### config.mk
export PLATFORM = sky130hd
export DESIGN_NAME = tconv_tile_scheduler
export DESIGN_NICKNAME = d
export VERILOG_FILES = /design/src/rtl/tconv_tile_scheduler_pkg.sv /design/src/rtl/tconv_tile_scheduler.sv
export SDC_FILE = /design/constraint.sdc
export NUM_CORES = 1
export LEC_CHECK = 0
export ABC_CLOCK_PERIOD_IN_PS = 4600
export CAP_MARGIN = 30
export CORE_AREA = 4 4 183 185
export CTS_CLUSTER_SIZE = 16
export DETAILED_ROUTE_END_ITERATION = 8
export DIE_AREA = 0 0 187 189
export PLACE_DENSITY = 0.65
export SETUP_SLACK_MARGIN = 0.2
export SLEW_MARGIN = 20
export SYNTH_ARGS = -nofsm -noshare
export SYNTH_HDL_FRONTEND = slang
export SYNTH_SLANG_ARGS = --single-unit
export TNS_END_PERCENT = 30
### constraint.sdc
create_clock -name clk -period 4.6 [get_ports clk]
set_input_delay 0.46 -clock clk [delete_from_list [all_inputs] [get_ports clk]]
set_output_delay 0.46 -clock clk [all_outputs]
set_load 0.03 [all_outputs]
### src/rtl/tconv_tile_scheduler_pkg.sv
// Shared definitions for the transpose-convolution tile scheduler:
// state encoding and schedule-length constants.
package tconv_sched_defs;

  typedef enum logic [2:0] {
    S_IDLE  = 3'd0,
    S_W_RD  = 3'd1,
    S_W_LD  = 3'd2,
    S_IF_RD = 3'd3,
    S_IF_LD = 3'd4,
    S_PSUM  = 3'd5,
    S_DRAIN = 3'd6,
    S_DONE  = 3'd7
  } sched_state_e;

  // One drain cycle per PE column of the array.
  localparam int DRAIN_LEN = 16;

  // Cycles spent on one ifmap element: IF_RD + IF_LD + PSUM + drain.
  localparam int ELEM_PERIOD = DRAIN_LEN + 3;

endpackage

### src/rtl/tconv_tile_scheduler.sv
// Tile sequencer for the transpose-convolution datapath. Loads one weight
// row into all PEs, then for each ifmap element reads, broadcasts, computes
// partial sums and drains NUM_BRAMS results into the accumulator.
// All outputs are registered and decoded from the next state, so each
// state's controls are visible in the same cycle the state is occupied.
module tconv_tile_scheduler
  import tconv_sched_defs::*;
#(
  parameter int NUM_BRAMS = DRAIN_LEN,
  parameter int W_ADDR_W  = 10,
  parameter int I_ADDR_W  = 10
) (
  input  logic                            clk,
  input  logic                            rst,
  input  logic                            start,
  input  logic                            abort,
  input  logic [W_ADDR_W-1:0]             cfg_w_base,
  input  logic [I_ADDR_W-1:0]             cfg_if_base,
  input  logic [I_ADDR_W-1:0]             cfg_num_ifmap,
  input  logic [3:0]                      cfg_if_bram,
  output logic                            busy,
  output logic                            done,
  output logic [NUM_BRAMS-1:0]            w_re,
  output logic [NUM_BRAMS*W_ADDR_W-1:0]   w_addr_rd_flat,
  output logic [NUM_BRAMS-1:0]            if_re,
  output logic [NUM_BRAMS*I_ADDR_W-1:0]   if_addr_rd_flat,
  output logic [3:0]                      ifmap_sel,
  output logic [NUM_BRAMS-1:0]            en_weight_load,
  output logic [NUM_BRAMS-1:0]            en_ifmap_load,
  output logic [NUM_BRAMS-1:0]            en_psum,
  output logic [NUM_BRAMS-1:0]            clear_psum,
  output logic [NUM_BRAMS-1:0]            en_output,
  output logic [4:0]                      done_select
);

  localparam logic [4:0] K_LAST = 5'(NUM_BRAMS - 1);

  sched_state_e          state_q, state_d;
  logic [I_ADDR_W-1:0]   i_q, i_d;
  logic [4:0]            k_q, k_d;
  logic                  load_cfg;
  logic [I_ADDR_W:0]     i_inc;

  logic [W_ADDR_W-1:0]   w_base_q, w_base_d;
  logic [I_ADDR_W-1:0]   if_base_q, if_base_d;
  logic [I_ADDR_W-1:0]   num_q, num_d;
  logic [3:0]            if_bram_q, if_bram_d;

  // Element index plus one, one bit wider so the last-element compare
  // cannot wrap even at the maximum tile size.
  assign i_inc = {1'b0, i_q} + {{I_ADDR_W{1'b0}}, 1'b1};

  // A start in IDLE takes the live cfg values so the first decoded
  // outputs already reflect the new tile.
  assign w_base_d  = load_cfg ? cfg_w_base    : w_base_q;
  assign if_base_d = load_cfg ? cfg_if_base   : if_base_q;
  assign num_d     = load_cfg ? cfg_num_ifmap : num_q;
  assign if_bram_d = load_cfg ? cfg_if_bram   : if_bram_q;

  // Next-state, element index and drain counter; abort overrides all.
  always_comb begin
    state_d  = state_q;
    i_d      = i_q;
    k_d      = k_q;
    load_cfg = 1'b0;
    case (state_q)
      S_IDLE: begin
        if (start && !abort) begin
          load_cfg = 1'b1;
          i_d      = '0;
          state_d  = S_W_RD;
        end
      end
      S_W_RD:  state_d = S_W_LD;
      S_W_LD:  state_d = (num_q != '0) ? S_IF_RD : S_DONE;
      S_IF_RD: state_d = S_IF_LD;
      S_IF_LD: state_d = S_PSUM;
      S_PSUM: begin
        state_d = S_DRAIN;
        k_d     = '0;
      end
      S_DRAIN: begin
        k_d = k_q + 5'd1;
        if (k_q == K_LAST) begin
          i_d     = i_inc[I_ADDR_W-1:0];
          state_d = (i_inc < {1'b0, num_q}) ? S_IF_RD : S_DONE;
        end
      end
      S_DONE:  state_d = S_IDLE;
      default: state_d = S_IDLE;
    endcase
    if (abort && (state_q != S_IDLE)) begin
      state_d = S_IDLE;
    end
  end

  // ---- output decode from next state ----
  logic                          in_w_rd, in_w_ld, in_if_rd, in_if_ld;
  logic                          in_psum, in_drain, in_done;
  logic [I_ADDR_W-1:0]           if_addr_d;
  int                            if_slot;
  logic [NUM_BRAMS-1:0]          w_re_d, if_re_d, en_output_d;
  logic [NUM_BRAMS*W_ADDR_W-1:0] w_addr_d;
  logic [NUM_BRAMS*I_ADDR_W-1:0] if_addr_flat_d;
  logic [3:0]                    ifmap_sel_d;
  logic [4:0]                    done_select_d;

  assign in_w_rd  = (state_d == S_W_RD);
  assign in_w_ld  = (state_d == S_W_LD);
  assign in_if_rd = (state_d == S_IF_RD);
  assign in_if_ld = (state_d == S_IF_LD);
  assign in_psum  = (state_d == S_PSUM);
  assign in_drain = (state_d == S_DRAIN);
  assign in_done  = (state_d == S_DONE);

  // Address wraps modulo 2^I_ADDR_W by construction.
  assign if_addr_d = if_base_d + i_d;
  assign if_slot   = int'(if_bram_d) % NUM_BRAMS;

  assign ifmap_sel_d   = (in_if_rd || in_if_ld || in_psum) ? if_bram_d : '0;
  assign done_select_d = in_drain ? k_d : '0;

  for (genvar j = 0; j < NUM_BRAMS; j++) begin : g_lane
    assign w_re_d[j]                          = in_w_rd;
    assign w_addr_d[j*W_ADDR_W +: W_ADDR_W]   = in_w_rd ? w_base_d : '0;
    assign if_re_d[j]                         = in_if_rd && (if_slot == j);
    assign if_addr_flat_d[j*I_ADDR_W +: I_ADDR_W] =
      (in_if_rd && (if_slot == j)) ? if_addr_d : '0;
    assign en_output_d[j]                     = in_drain && (k_d == 5'(j));
  end

  // Control state register.
  always_ff @(posedge clk) begin
    if (rst) begin
      state_q <= S_IDLE;
      i_q     <= '0;
      k_q     <= '0;
    end else begin
      state_q <= state_d;
      i_q     <= i_d;
      k_q     <= k_d;
    end
  end

  // Tile configuration, captured only on an accepted start.
  always_ff @(posedge clk) begin
    w_base_q  <= w_base_d;
    if_base_q <= if_base_d;
    num_q     <= num_d;
    if_bram_q <= if_bram_d;
  end

  // Registered datapath controls; cleared by reset and by any return to IDLE.
  always_ff @(posedge clk) begin
    if (rst) begin
      busy            <= 1'b0;
      done            <= 1'b0;
      w_re            <= '0;
      w_addr_rd_flat  <= '0;
      if_re           <= '0;
      if_addr_rd_flat <= '0;
      ifmap_sel       <= '0;
      en_weight_load  <= '0;
      en_ifmap_load   <= '0;
      en_psum         <= '0;
      clear_psum      <= '0;
      en_output       <= '0;
      done_select     <= '0;
    end else begin
      busy            <= (state_d != S_IDLE);
      done            <= in_done;
      w_re            <= w_re_d;
      w_addr_rd_flat  <= w_addr_d;
      if_re           <= if_re_d;
      if_addr_rd_flat <= if_addr_flat_d;
      ifmap_sel       <= ifmap_sel_d;
      en_weight_load  <= {NUM_BRAMS{in_w_ld}};
      en_ifmap_load   <= {NUM_BRAMS{in_if_ld}};
      en_psum         <= {NUM_BRAMS{in_psum}};
      clear_psum      <= {NUM_BRAMS{in_if_rd}};
      en_output       <= en_output_d;
      done_select     <= done_select_d;
    end
  end

endmodule

[Word-level counts from Yosys, hierarchy flattened]
Index checks and enable logic that the tools add are counted.
Cells by class
  equality and inequality tests: 45
  bitwise gates (word level): 18
  mux-type cells: 16
  $add $sub $neg: 3
  reduce and logical (&&, ||, !) cells: 61
  order comparisons: 1
Operator list (count)
  two-way mux 10 bit: 5
  equality test 5 x 4 -> 1 bit, second input constant: 9
  OR reduction 2 bit: 18
  logical AND 1 bit: 34
  equality test 4 bit, second input constant: 8
  logical NOT 32 bit: 1
  equality test 3 bit, second input constant: 8
  case mux 3 bit (8 select lines): 1
  equality test 5 x 3 -> 1 bit, second input constant: 4
  case mux 10 bit (2 select lines): 1
  inverter 1 bit: 18
  equality test 4 x 3 -> 1 bit, second input constant: 4
  two-way mux 3 bit: 5
  equality test 3 x 2 -> 1 bit, second input constant: 4
  adder 10 x 1 -> 11 bit, second input constant: 1
  < comparator 11 x 10 -> 1 bit: 1
  adder 10 bit: 1
  equality test 5 x 2 -> 1 bit, second input constant: 2
  case mux 5 bit (2 select lines): 1
  nonzero test 10 bit: 1
  equality test 4 x 2 -> 1 bit, second input constant: 2
  equality test 3 x 1 -> 1 bit, second input constant: 2
  nonzero test 3 bit: 2
  adder 5 x 1 -> 5 bit, second input constant: 1
  other kinds (8): 10
Word-level totals
  output and inout port bits: 443
  logic and storage cells: 179
  input port bits: 38
  register bits after elaboration: 420

[Depth between registers and ports, before layout]
  word-level depth: 11
  mapped depth: 19
  gate-level depth less buffers: 16

[Worst setup path after synthesis]
Ideal clock, no wire load.
  path type: input to register
  start: in abort
  end: reg if_addr_rd_flat[16]
  data required time: 4.475 ns
  cell stages on the path: 16
  setup time: 0.125 ns
  setup slack: 0.913 ns
  path buffers: 4
  data arrival time: 3.562 ns
  path through: nor2_2 > nand3_1 > buf_2 > inv_1 > buf_2 > buf_1 > nand2_1 > nand2_1 > ha_1 > nor2b_1 > o21a_1 > o211a_1 > or4_1 > o2111ai_1 > buf_2 > nor2_1
On the way
  elaborated cells on any way between the ends: 18
  classes of those cells: 1 x add/sub; 2 x eq/ne; 9 x mux; 1 x bitwise; 5 x reduce/logical
RTL lines
  start, declared: RTL line tconv_tile_scheduler.sv:16  | input logic abort,
  logical NOT 1 bit: RTL line tconv_tile_scheduler.sv:68  | if (start && !abort) begin
  logical AND 1 bit: RTL line tconv_tile_scheduler.sv:68
  two-way mux 1 bit: RTL line tconv_tile_scheduler.sv:68
  two-way mux 1 bit: RTL line tconv_tile_scheduler.sv:66  | case (state_q)
  named net load_cfg: RTL line tconv_tile_scheduler.sv:41  | logic load_cfg;
  two-way mux 10 bit: RTL line tconv_tile_scheduler.sv:56  | assign if_base_d = load_cfg ? cfg_if_base : if_base_q;
  named net if_base_d[2]: RTL line tconv_tile_scheduler.sv:45  | logic [I_ADDR_W-1:0] if_base_q, if_base_d;
  adder 10 bit: RTL line tconv_tile_scheduler.sv:117  | assign if_addr_d = if_base_d + i_d;
  end signal, assigned: RTL line tconv_tile_scheduler.sv:175  | if_addr_rd_flat <= if_addr_flat_d;
  end, declared: RTL line tconv_tile_scheduler.sv:26  | output logic [NUM_BRAMS*I_ADDR_W-1:0] if_addr_rd_flat,
The timed path passes the listed nets, and every way through them passes these cells.
A chain may end at the register's enable or synchronous reset.

[Worst setup path in the final report]
  start: reg k_q[0]
  end: reg if_addr_rd_flat[56]
On the way
  elaborated cells on any way between the ends: 11
  classes of those cells: 1 x add/sub; 2 x eq/ne; 5 x mux; 1 x bitwise; 2 x reduce/logical
RTL lines
  start, declared: RTL line tconv_tile_scheduler.sv:40  | logic [4:0] k_q, k_d;
  start signal, assigned: RTL line tconv_tile_scheduler.sv:141  | k_q <= k_d;
  equality test 5 x 4 -> 1 bit: RTL line tconv_tile_scheduler.sv:84  | if (k_q == K_LAST) begin
  two-way mux 10 bit: RTL line tconv_tile_scheduler.sv:84
  case mux 10 bit (2 select lines): RTL line tconv_tile_scheduler.sv:66
  named net i_d[2]: RTL line tconv_tile_scheduler.sv:39  | logic [I_ADDR_W-1:0] i_q, i_d;
  adder 10 bit: RTL line tconv_tile_scheduler.sv:117
The timed path passes the listed nets, and every way through them passes these cells.

==> results.cfg <==
[run_status]
outcome = finished, final reports clean

[global_route]
grt_overflow = 0
grt_pass1_wl_microns = 48530
grtUsageTotal_pct = 17.25
first_global_vias = 7911
antenna_found_initial = 0
grt_max_degree = 72

[logic_synthesis]
yosysWarnings = 0
synth_compound_area_share_pct = 7.567
synth_common_cells = 260 x dfxtp_1, 227 x buf_4, 115 x nor2_1, 78 x nand2_1, 47 x nor4_1
synth_top_area_share_pct = 48.36
synth-seq-area-share_pct = 51.14
synthMuxAreaShare_pct = 0.9532
synth_top_family_by_area = buffers and inverters
ys.flop_type = dfxtp_1
synth_xor_area_share_pct = 0.8950
synth_nets = 1170
netlist_instances = 1110
synth-simple-area-share_pct = 17.08
synth_cell_types = 68
synthAdderAreaFrac_pct = 2.627
synth.avg_cell_area_sq_um = 9.697
yosys-top-cells-area = dfxtp_1 48%, buf_4 16%, nor2_1 4.0%
synthesis.area_sq_um = 10760
synth_edf_count = 10
synth_area_leader_cell = dfxtp_1
ys_ff_latch = 270
synth_most_common_cell = dfxtp_1
async_flop_share_pct = 0

[clocking]
htreeDepth = 1
clk_pin_slew_ns = 0.06
clkSinkCount = 270
cts_buffers = 29
holdBufCountCts = 0
clkLatencyLatePin_ns = 0.56
tritoncts = done
cts-root-buf = clkbuf_16
clockBufferDepth = 3

[placement]
place.gp.congestion = 0.8431
hpwl_microns = 24500
io_buffers = 480
place_area_sq_um = 14290

[setup_path]
critPathMaxFanout = 16
cp_common_cell = ha_1
slowest_delay_ns = 0.53
reg2reg_slack_ns = 0.59
crit_family = compound AO/OA/AOI/OAI gates
worstPathArrival_ns = 4.49
crit_chain = ha_1 > and3_1 > ha_1 > and3_1 > o21ai_2 > o21ai_0 > o21ai_0 > ha_1 > nor2b_1 > o21a_1 > o211a_1 > o31ai_1 > o2111ai_2 > nor2_1
cp-end-kind = flop
cp.required_ns = 5.08
cp_slowest_cell = o2111ai_2
path_class = flop to flop
r2r_cells = 14
crit_buf_inv = 0
cp_num_cells = 14
cp-start-kind = flop

[floorplanning]
rows = 66
start_util_pct = 33.59
die_area_sq_um = 35340
die_h_microns = 189
die_w_microns = 187
boundaryPins = 481
coreArea_sq_um = 32040

[routing]
wl_per_cell_microns = 18.45
via_per_inst = 4.601
drc = 0
first_iter_violations = 366
finalWirelength_microns = 32910
vias = 8209
firstDrtPassIters = 5
drtAntennaViolNets = 0

[power]
pwr-share-comb_pct = 10.6
power_frac_seq_pct = 42.9
ir_drop_v = 0.0003178
power.switching_mw = 1.404
powerDensity_nw_per_um2 = 367.7
power.share.clock_pct = 46.5
p_int_mw = 4.269
swShare_pct = 24.75
leakage_nw = 5.644

[timing]
period_share_pct = 87.11
slew_violations = 0
setup_tns_ns = 0
slew-limit-headroom_pct = 40.87
max_freq_mhz = 249.5
tightest_slew_ns = 0.8870
finalSetupViolations = 0
fin_skew_ns = 0.01724
final_hold_viol_count = 0
grt_setup_unrepaired = true
min_period_ns = 4.007

[hold_path]
hold_path_class = flop to flop
holdPathStages = 2

[final_layout]
fin_nets = 1413
drive_gt1_share_pct = 10.17
antennaDiodeCount = 0
fillCellCount = 2931
area_delta_synth_final_pct = 43.32
final_area_sq_um = 15430

[flow_run]
drv_cap = 0
final timing paths:
kind,from,endpoint
min,w_base_q[6],w_base_q[6]
min reg2reg,w_base_q[6],w_base_q[6]
max reg2reg,k_q[0],if_addr_rd_flat[56]
max,k_q[0],if_addr_rd_flat[56]
logic make-up after synthesis:
family                   after synthesis
AO/OA/AOI/OAI                        107
adder cells (fa/ha/maj)               22
XOR/XNOR                              11
multiplexers                           9
flip-flops                           270
AND/OR/NAND/NOR                      373
buffers and inverters                318
state kept, by name (all words and copies together) (netlist names):
name / cells
done: 1
busy: 1
ifmap_sel: 4
state_q: 3
en_psum: 1
if_base_q: 10
en_ifmap_load: 1
w_re: 1
i_q: 10
num_q: 10
if_addr_rd_flat: 160
if_re: 16
done_select: 5
en_weight_load: 1
if_bram_q: 4
en_output: 16
w_addr_rd_flat: 10
k_q: 5
w_base_q: 10
clear_psum: 1
cell type report:
| cell class | count | area [sq um] | area share [%] |
|---|---|---|---|
| well taps | 408 | 510.5 | 3.309 |
| clock buffers | 37 | 815.8 | 5.288 |
| multi-input cells | 522 | 3223 | 20.89 |
| clock inverters | 17 | 291.5 | 1.890 |
| inverters | 31 | 118.9 | 0.7705 |
| flip-flops and latches | 270 | 5505 | 35.69 |
| repair buffers | 499 | 4962 | 32.17 |
routing by layer:
layer	vias up	track usage, %	wire length (microns)
met5	-	0	0
met4	0	4.067	642
met3	45	5.715	2766
met2	301	31.33	16580
met1	3907	19.70	12930
li1	3956	-	-
repair_timing:
action	CTS	global route
endpoints found under the setup margin	0	17
endpoints found under the hold margin	0	0
resized for setup	0	1
buffers inserted	0	0
power by group through the flow:
stage | logic [mW] | clock network [mW] | registers (mW)
6_report | 0.602 | 2.64 | 2.43
5_1_grt | 0.644 | 2.79 | 2.44
4_1_cts | 0.603 | 2.70 | 2.44
3_5_place_dp | 0.601 | 0 | 2.49
3_3_place_gp | 0.595 | 0 | 2.48
2_1_floorplan | 0.415 | 0 | 2.49
worst register-to-register path: stages (launching register included):
cell	delay, ns
dfxtp_1	0.36
ha_1	0.24
and3_1	0.20
ha_1	0.24
and3_1	0.25
o21ai_2	0.38
o21ai_0	0.15
o21ai_0	0.14
ha_1	0.32
nor2b_1	0.15
o21a_1	0.20
o211a_1	0.24
o31ai_1	0.28
o2111ai_2	0.53
nor2_1	0.28
metrics by stage:
step | setup WS (ns) | hold slack (ns) | utilization (%) | power, mW | instances
6_report | 0.5928 | 0.4394 | 48.15 | 5.673 | 1784
4_1_cts | 0.5502 | 0.4232 | 48.04 | 5.737 | 1781
3_3_place_gp | 0.6118 | 0.4227 | 44.50 | 3.079 | 1725
5_1_grt | 0.2173 | 0.4335 | 48.15 | 5.872 | 1784
3_5_place_dp | 0.5441 | 0.4279 | 44.58 | 3.088 | 1727
2_1_floorplan | 0.9131 | 0.4115 | - | 2.900 | 1110
layout by cell type, fill, tap and decap left out, drive strengths merged, types with 4 or more instances in the layout:
cell type / n
nand2: 79
o31ai: 4
edfxtp: 10
and3: 7
nand4: 5
and2: 8
a31oi: 11
inv: 33
a21boi: 4
buf: 18
a21oi: 10
clkdlybuf4s50: 480
nor2b: 15
o2111ai: 5
nand3: 12
or2: 19
ha: 21
mux2: 7
clkinv: 6
clkbuf: 38
nand2b: 6
nor2: 119
a211oi: 17
nor4: 51
nor3: 41
xor2: 8
o21ai: 22
a22oi: 5
bufinv: 7
a21o: 10
dfxtp: 260
nor3b: 5
Note: power is estimated with default switching activity, not from simulation.
